--- src/rtl/pp_gen_pkg.sv ---
// Shared types, constants and saturating level arithmetic for the
// peak-to-peak stimulus generator.
package pp_gen_pkg;

    localparam int DW = 12;
    localparam logic [DW-1:0] LVL_MAX = 12'd4095;

    typedef enum logic [2:0] {
        IDLE    = 3'd0,
        RISE    = 3'd1,
        HOLD_HI = 3'd2,
        FALL    = 3'd3,
        HOLD_LO = 3'd4
    } state_e;

    function automatic logic [DW-1:0] sat_add(input logic [DW-1:0] a, input logic [DW-1:0] b);
        logic [DW:0] sum;
        sum = {1'b0, a} + {1'b0, b};
        if (sum[DW]) begin
            return LVL_MAX;
        end else begin
            return sum[DW-1:0];
        end
    endfunction

    function automatic logic [DW-1:0] sat_sub(input logic [DW-1:0] a, input logic [DW-1:0] b);
        logic [DW:0] diff;
        diff = {1'b0, a} - {1'b0, b};
        if (diff[DW]) begin
            return {DW{1'b0}};
        end else begin
            return diff[DW-1:0];
        end
    endfunction

    // An empty or inverted window pins the amplitude to its lower limit.
    function automatic logic [DW-1:0] clamp_amp(input logic [DW-1:0] x,
                                                input logic [DW-1:0] lo,
                                                input logic [DW-1:0] hi);
        if (hi <= lo) begin
            return lo;
        end else if (x < lo) begin
            return lo;
        end else if (x > hi) begin
            return hi;
        end else begin
            return x;
        end
    endfunction

endpackage

--- src/rtl/pp_gen_tick.sv ---
// Sample-period divider with a floor on the period, plus the delayed
// fixed-width sample strobe that follows each data update.
module pp_tick_div #(
    parameter int SETUP = 2,
    parameter int PLS_W = 2
) (
    input  logic        clk,
    input  logic        rst,
    input  logic        en,
    input  logic [15:0] cfg_div,
    output logic        tick,
    output logic        pls
);

    localparam logic [15:0] DIV_MIN = 16'(SETUP + PLS_W + 1);
    localparam logic [7:0]  PH_ON   = 8'(SETUP);
    localparam logic [7:0]  PH_END  = 8'(SETUP + PLS_W - 1);

    logic [15:0] cnt_q, cnt_d, div_eff_s;
    logic        busy_q, busy_d;
    logic [7:0]  ph_q, ph_d, ph_nx_s;
    logic        pls_q, pls_d;

    // Divider: counts only while enabled; >= keeps a shrunken period safe.
    always_comb begin
        div_eff_s = (cfg_div < DIV_MIN) ? DIV_MIN : cfg_div;
        tick      = en && (cnt_q >= (div_eff_s - 16'd1));
        if (!en) begin
            cnt_d = cnt_q;
        end else if (tick) begin
            cnt_d = 16'd0;
        end else begin
            cnt_d = cnt_q + 16'd1;
        end
    end

    // Pulse shaper: ph counts clocks since the data update, independent of en.
    always_comb begin
        ph_nx_s = ph_q + 8'd1;
        busy_d  = busy_q;
        ph_d    = ph_q;
        pls_d   = 1'b0;
        if (tick) begin
            busy_d = 1'b1;
            ph_d   = 8'd0;
        end else if (busy_q) begin
            ph_d  = ph_nx_s;
            pls_d = (ph_nx_s >= PH_ON) && (ph_nx_s <= PH_END);
            if (ph_q == PH_END) begin
                busy_d = 1'b0;
            end else begin
                busy_d = 1'b1;
            end
        end else begin
            busy_d = 1'b0;
        end
    end

    // State registers with synchronous active-low reset.
    always_ff @(posedge clk) begin
        if (!rst) begin
            cnt_q  <= 16'd0;
            busy_q <= 1'b0;
            ph_q   <= 8'd0;
            pls_q  <= 1'b0;
        end else begin
            cnt_q  <= cnt_d;
            busy_q <= busy_d;
            ph_q   <= ph_d;
            pls_q  <= pls_d;
        end
    end

    assign pls = pls_q;

endmodule

--- src/rtl/pp_gen.sv ---
// Triangle amplitude sweep generator driving a top/bottom level pair and a
// sample strobe for self-test of the peak-to-peak detector.
module pp_gen
    import pp_gen_pkg::*;
#(
    parameter int SETUP = 2,
    parameter int PLS_W = 2
) (
    input  logic          clk,
    input  logic          rst,
    input  logic          en,
    input  logic [15:0]   cfg_div,
    input  logic [DW-1:0] cfg_base,
    input  logic [DW-1:0] cfg_amin,
    input  logic [DW-1:0] cfg_amax,
    input  logic [DW-1:0] cfg_step,
    input  logic [5:0]    cfg_hold,
    output logic          pls,
    output logic          rf_up_dn,
    output logic [DW-1:0] rf_pp_top,
    output logic [DW-1:0] rf_pp_btm,
    output logic          dir,
    output logic [15:0]   peak_cnt
);

    state_e        state_q, state_d;
    logic [DW-1:0] amp_q, amp_d;
    logic [5:0]    hcnt_q, hcnt_d;
    logic [15:0]   peak_q, peak_d;
    logic [DW-1:0] top_q, top_d, btm_q, btm_d;
    logic          up_dn_q, up_dn_d, dir_q, dir_d;
    logic          tick_s;
    logic [DW-1:0] amp_up_s, amp_dn_s, amp_hold_s;

    pp_tick_div #(
        .SETUP (SETUP),
        .PLS_W (PLS_W)
    ) u_div (
        .clk     (clk),
        .rst     (rst),
        .en      (en),
        .cfg_div (cfg_div),
        .tick    (tick_s),
        .pls     (pls)
    );

    // Sweep FSM and output data, all advanced only on a divider tick.
    always_comb begin
        amp_up_s   = clamp_amp(sat_add(amp_q, cfg_step), cfg_amin, cfg_amax);
        amp_dn_s   = clamp_amp(sat_sub(amp_q, cfg_step), cfg_amin, cfg_amax);
        amp_hold_s = clamp_amp(amp_q, cfg_amin, cfg_amax);
        state_d    = state_q;
        amp_d      = amp_q;
        hcnt_d     = hcnt_q;
        peak_d     = peak_q;
        top_d      = top_q;
        btm_d      = btm_q;
        up_dn_d    = up_dn_q;
        dir_d      = dir_q;
        if (tick_s) begin
            case (state_q)
                IDLE: begin
                    amp_d   = cfg_amin;
                    state_d = RISE;
                end
                RISE: begin
                    amp_d = amp_up_s;
                    if (amp_up_s >= cfg_amax) begin
                        if (cfg_hold == 6'd0) begin
                            state_d = FALL;
                        end else begin
                            state_d = HOLD_HI;
                            hcnt_d  = 6'd1;
                        end
                    end else begin
                        state_d = RISE;
                    end
                end
                HOLD_HI: begin
                    amp_d = amp_hold_s;
                    if (hcnt_q >= cfg_hold) begin
                        state_d = FALL;
                    end else begin
                        hcnt_d = hcnt_q + 6'd1;
                    end
                end
                FALL: begin
                    amp_d = amp_dn_s;
                    if (amp_dn_s <= cfg_amin) begin
                        peak_d = peak_q + 16'd1;
                        if (cfg_hold == 6'd0) begin
                            state_d = RISE;
                        end else begin
                            state_d = HOLD_LO;
                            hcnt_d  = 6'd1;
                        end
                    end else begin
                        state_d = FALL;
                    end
                end
                HOLD_LO: begin
                    amp_d = amp_hold_s;
                    if (hcnt_q >= cfg_hold) begin
                        state_d = RISE;
                    end else begin
                        hcnt_d = hcnt_q + 6'd1;
                    end
                end
                default: begin
                    state_d = IDLE;
                    amp_d   = {DW{1'b0}};
                end
            endcase
            // dir reports the phase that produced the sample now on the outputs.
            top_d   = sat_add(cfg_base, amp_d);
            btm_d   = cfg_base;
            up_dn_d = ~up_dn_q;
            dir_d   = (state_q == IDLE) || (state_q == RISE) || (state_q == HOLD_HI);
        end else begin
            state_d = state_q;
        end
    end

    // Sweep and output registers with synchronous active-low reset.
    always_ff @(posedge clk) begin
        if (!rst) begin
            state_q <= IDLE;
            amp_q   <= {DW{1'b0}};
            hcnt_q  <= 6'd0;
            peak_q  <= 16'd0;
            top_q   <= {DW{1'b0}};
            btm_q   <= {DW{1'b0}};
            up_dn_q <= 1'b0;
            dir_q   <= 1'b1;
        end else begin
            state_q <= state_d;
            amp_q   <= amp_d;
            hcnt_q  <= hcnt_d;
            peak_q  <= peak_d;
            top_q   <= top_d;
            btm_q   <= btm_d;
            up_dn_q <= up_dn_d;
            dir_q   <= dir_d;
        end
    end

    assign rf_up_dn  = up_dn_q;
    assign rf_pp_top = top_q;
    assign rf_pp_btm = btm_q;
    assign dir       = dir_q;
    assign peak_cnt  = peak_q;

endmodule

--- config.mk ---
export PLATFORM = sky130hd
export DESIGN_NAME = pp_gen
export DESIGN_NICKNAME = d
export VERILOG_FILES = /design/src/rtl/pp_gen_pkg.sv /design/src/rtl/pp_gen_tick.sv /design/src/rtl/pp_gen.sv
export SDC_FILE = /design/constraint.sdc
export NUM_CORES = 1
export LEC_CHECK = 0
export CAP_MARGIN = 0
export CELL_PAD_IN_SITES_DETAIL_PLACEMENT = 0
export CELL_PAD_IN_SITES_GLOBAL_PLACEMENT = 1
export CORE_ASPECT_RATIO = 2
export CORE_MARGIN = 2
export CORE_UTILIZATION = 45
export CTS_CLUSTER_DIAMETER = 30
export DETAILED_ROUTE_END_ITERATION = 8
export PLACE_DENSITY_LB_ADDON = 0.3
export SLEW_MARGIN = 15
export SYNTH_ARGS = -nofsm -noshare
export SYNTH_HDL_FRONTEND = slang
export SYNTH_HIERARCHICAL = 1
export SYNTH_SLANG_ARGS = --single-unit
export TNS_END_PERCENT = 50
--- constraint.sdc ---
create_clock -name clk -period 11.75 [get_ports clk]
set_input_delay 1.175 -clock clk [delete_from_list [all_inputs] [get_ports clk]]
set_output_delay 1.175 -clock clk [all_outputs]
set_load 0.01 [all_outputs]
* After elaboration in Yosys (flattened, before gate mapping) *
Index checks and enable logic that the tools add are counted.
W data, S select, Z words.

operators by class
  muxes and demuxes = 31
  equal/unequal tests = 10
  magnitude comparators = 14
  bitwise operators = 3
  add/sub/neg operators = 8
  reduce and logical (&&, ||, !) cells = 13

operators with widths
  operator                 count
  $mux W12                 13
  $pmux W12 S4             1
  $gt A12 B12 Y1           3
  $lt A12 B12 Y1           3
  $add A16 B1 Y16 const B  2
  $mux W16                 2
  $add A12 B12 Y13         2
  $le A12 B12 Y1           2
  $mux W6                  4
  $pmux W6 S3              1
  $ge A16 B16 Y1           1
  $lt A16 B3 Y1 const B    1
  $sub A16 B1 Y16 const B  1
  $mux W3                  5
  $pmux W3 S5              1
  $sub A12 B12 Y13         1
  $ge A12 B12 Y1           1
  $ne A2 B2 Y1 const B     5
  $add A8 B1 Y8 const B    1
  $eq A8 B2 Y1 const B     1
  $ge A8 B2 Y1 const B     1
  $le A8 B2 Y1 const B     1
  $add A6 B1 Y6 const B    1
  $eq A3 B2 Y1 const B     2
  14 further kinds         23

word-level totals
  word-level logic and storage cells = 91
  bits of input ports = 73
  bits in registers = 89
  output and inout port bits = 43

* Longest topological paths before layout *
  depth in word-level cells = 10
  depth in mapped cells = 32
  gate-level depth less buffers = 30

* Hierarchy *
Netlist, hierarchy kept.

by module, submodules not included
  module       cells an instance  times used  area each (um^2)
  pp_gen       986                1           7785.0
  pp_tick_div  228                1           1891.8

* Worst setup path before layout *
OpenSTA, ideal clock, no wires.

  kind = input to register
  start = input cfg_step[7]
  end = register top_q[10] (netlist: rf_pp_top[10])
  arrival = 7043 ps
  library setup time = 119 ps
  stages on the path = 31
  path slack = 4588 ps
  cells stage by stage = inv_1 ha_1 buf_2 inv_1 a21o_1 or4_1 a311oi_1 mux2_2 ha_1 nand4_1 or3_1 o211ai_1 o21ai_1 clkbuf_1 nand2_1 o21ai_0 mux2i_1 nand2b_1 nand2_1 ha_1 fa_1 a21o_1 a21oi_1 nor2b_1 o21a_1 nor4_1 o41ai_1 nand3_1 nand4b_1 clkbuf_1 o221a_2

on the way
  cells in the longest elaborated chain, start to end = 10
  elaborated cells between the ends (all ways) = 18

RTL lines
  item                                                  RTL line                            text
  start, declared                                       pp_gen.sv:16                        input logic [DW-1:0] cfg_step,
  $sub A12 B12 Y13 or $add A12 B12 Y13 (tied branches)  pp_gen_pkg.sv:28, pp_gen_pkg.sv:18
  $mux W12, on equally long branches                    pp_gen_pkg.sv:29, pp_gen_pkg.sv:19
  $gt A12 B12 Y1                                        pp_gen_pkg.sv:44                    end else if (x > hi) begin
  $mux W12                                              pp_gen_pkg.sv:44
  $mux W12                                              pp_gen_pkg.sv:42                    end else if (x < lo) begin
  $mux W12                                              pp_gen_pkg.sv:40                    if (hi <= lo) begin
  $pmux W12 S4 (*)                                      pp_gen.sv:61                        case (state_q)
  $mux W12 (*)                                          pp_gen.sv:60                        if (tick_s) begin
  $add A12 B12 Y13 (*)                                  pp_gen_pkg.sv:18                    sum = {1'b0, a} + {1'b0, b};
  $mux W12 (*)                                          pp_gen_pkg.sv:19                    if (sum[DW]) begin
  end signal, assigned                                  pp_gen.sv:131                       top_q <= {DW{1'b0}};
  end signal, assigned                                  pp_gen.sv:140                       top_q <= top_d;
  end, declared                                         pp_gen.sv:30                        logic [DW-1:0] top_q, top_d, btm_q, btm_d;

Every way passes the cells marked *; elsewhere a longest branch is shown, timed or not. The select of a mux whose other input is x is not followed.
A chain may end at the register's enable or synchronous reset.

* Worst setup path after layout *
  start = input cfg_step[7]
  end = register top_q[1] (netlist: rf_pp_top[1])

The elaborated chain is that of the path after synthesis.

==> flow_metrics.env <==
export IMPL_wl_per_cell_um=20.5
export IMPL_final_nets=1551
export IMPL_grt_antenna_before_repair=0
export IMPL_synth_top_area_cell="ha_1"
export IMPL_cellLeakagePower_nw=4.79
export IMPL_core_area_sq_um=21000
export IMPL_max_cap_viol_count=0
export IMPL_mostFrequentLayoutCell="ha_1"
export IMPL_crit_path_max_fanout=22
export IMPL_cp_start_kind="input port"
export IMPL_worstSetupPathType="in2reg"
export IMPL_rsz0062_at_grt="no"
export IMPL_period_needed_ns=8.89
export IMPL_drt_iter0_drc=422
export IMPL_design_area_sq_um=11300
export IMPL_grt_overflow_total=0
export IMPL_critPathCaptureType="register"
export IMPL_ir_drop_mv=0.0994
export IMPL_cp_slowest_cell="o21a_1"
export IMPL_seq_area_frac_synth_pct=18.4
export IMPL_yosysWarningCount=6
export IMPL_ctsHoldBuffers=0
export IMPL_cts_root_buf="clkbuf_16"
export IMPL_die_area_sq_um=22800
export IMPL_fp_row_count=75
export IMPL_syn_area_sq_um=9680
export IMPL_arrival_ns=9.14
export IMPL_place_congestion=0.935
export IMPL_die_w_um=108
export IMPL_placed_cell_area_sq_um=11000
export IMPL_synth_edff_count=0
export IMPL_synthArstFlopShare_pct=0
export IMPL_synth_area_leaders="ha_1, dfxtp_1, nor2_1"
export IMPL_tightest_slew_ns=0.932
export IMPL_area_growth_pct=17.1
export IMPL_hold_path_class="reg2reg"
export IMPL_drive_gt1_share_pct=5.95
export IMPL_clkTransAtPathRegs_ns=0.07
export IMPL_report_final_hold_viol_count=0
export IMPL_slew_violations=0
export IMPL_clockBufferDepth=2
export IMPL_worstSkewPairLatency_ns=0.36
export IMPL_setup_viol=0
export IMPL_power_density_nw_per_um2=71.7
export IMPL_post_cts_resized=0
export IMPL_tns_ns=0
export IMPL_ios=116
export IMPL_die_y_um=211
export IMPL_track_usage_pct=28.9
export IMPL_numCtsBuffers=9
export IMPL_first_pass_iters=7
export IMPL_maxSlewHeadroom_pct=36.3
export IMPL_synth_fp_nets=1460
export IMPL_cts_tree="done"
export IMPL_skew_ns=0.00900
export IMPL_io_buffers=115
export IMPL_yosys_most_used_dff="dfxtp_1"
export IMPL_cts_num_sinks=89
export IMPL_initial_core_util_pct=46.0
export IMPL_ys_ff_latch=89
export IMPL_ant_nets=0
export IMPL_ctsHtreeMaxLevel=3
export IMPL_post_cts_buffers=0
export IMPL_antenna_cells=0
export IMPL_layout_common_cells="ha_1, nor2_1, clkdlybuf4s50_1"
export IMPL_post_route_period_util_pct=75.6
export IMPL_syn_inst=1214
export IMPL_synth_top_cell_area_share_pct=22.0
export IMPL_dp_hpwl_um=26800
export IMPL_syn_area_per_cell_sq_um=7.97
export IMPL_outcome="complete, no violations"
export IMPL_slowest_delay_ns=0.75
export IMPL_drcViolationCount=0
export IMPL_wl_um=32400
export IMPL_grt_pass1_vias=9734
export IMPL_via_per_inst=5.97
export IMPL_grt_max_degree=44
export IMPL_num_vias=9430
export IMPL_grt_pass1_wl_um=50500
export IMPL_synth_distinct_cells=83
export IMPL_ff2ff_setup_slack_ns=3.60
export IMPL_max_freq_ghz=0.113
export IMPL_required_ns=12.00
## per-stage QoR
stage / std cells / hold slack (ns) / power [mW] / setup WS, ns / util, %
after global routing: 1579 / 0.529 / 0.855 / 2.28 / 53.9
after CTS: 1579 / 0.488 / 0.819 / 2.91 / 53.9
after global placement: 1563 / 0.457 / 0.525 / 2.71 / 52.5
after detailed placement: 1563 / 0.464 / 0.526 / 2.56 / 52.5
after floorplan: 1214 / 0.459 / 0.445 / 4.59 / -
final: 1579 / 0.486 / 0.813 / 2.86 / 53.9
## cells in the mapped netlist (5+ instances only)
master / number
nand2b_1: 17
o21a_1: 17
nor2_1: 131
nor4_1: 6
nor3_1: 35
nor2b_1: 10
o221a_2: 13
or2_2: 10
mux2_2: 12
a21oi_1: 88
nand4_1: 36
mux2i_1: 43
xor2_1: 38
nand2_1: 91
xnor2_1: 29
a31oi_1: 18
clkbuf_1: 30
and4_1: 5
or3_1: 12
o211ai_1: 11
a211oi_1: 14
inv_1: 72
and2_1: 10
a221oi_1: 11
nand3_1: 30
a21o_1: 16
o21ai_0: 56
ha_1: 170
dfxtp_1: 89
## sequential cells by signal, summed over array words and instances (netlist names), 3 cells and up
register,flops
peak_cnt,16
amp_q,12
rf_pp_btm,12
u_div/ph_q,8
u_div/cnt_q,16
rf_pp_top,12
hcnt_q,6
state_q,3
## kinds of logic (layout without fill, tap and decap cells)
| kind of cell | Yosys count | in the layout | synth area share, % |
|---|---|---|---|
| and+or+nand+nor | 418 | 418 | 21.4 |
| AOI/OAI and AO/OA | 295 | 295 | 20.5 |
| adders and majority gates | 173 | 173 | 22.6 |
| buffers and inverters | 117 | 213 | 5.16 |
| DFF | 89 | 89 | 18.4 |
| xor gates and xnor gates | 67 | 67 | 6.06 |
| muxes | 55 | 55 | 5.84 |
## worst max-delay path, delay by kind of cell
kind	cells	cell delay, ns
compound gates	14	4.17
simple gates	8	1.83
fa+ha+maj	4	1.42
buf+inv	2	0.53
## cell type report
cell class,instances,area [sq um]
Fill cell,2109,9690
Clock inverter,7,73.8
Timing Repair Buffer,124,1220
Tap cell,269,337
Sequential cell,89,1780
Clock buffer,9,225
Inverter,73,274
Multi-Input combinational cell,1008,7420
## layer usage
layer / wire, um / share of wire (%) / GRT usage (%)
met4: 2800 / 8.6 / 22.9
met2: 17800 / 55 / 56.2
met3: 938 / 2.9 / 3.08
met1: 10900 / 34 / 25.9
met5: 0 / 0 / 0
## report_power, final
part           switching (mW)  internal, mW  leakage [nW]  total [mW]
clock network           0.141         0.150         0.147       0.291
registers             0.00284         0.303         0.717       0.306
logic                   0.123        0.0924          3.93       0.215
total                   0.267         0.546          4.79       0.813
## path summary, 6_finish.rpt
check                                     to   startpoint  cells past startpoint
worst min register to register           dir          dir                      2
worst max-delay path            rf_pp_top[1]  cfg_step[7]                     28
worst max register to register  rf_pp_top[1]     amp_q[0]                     28
worst min-delay path                     dir          dir                      2
Power figures use the tool's default switching activity.
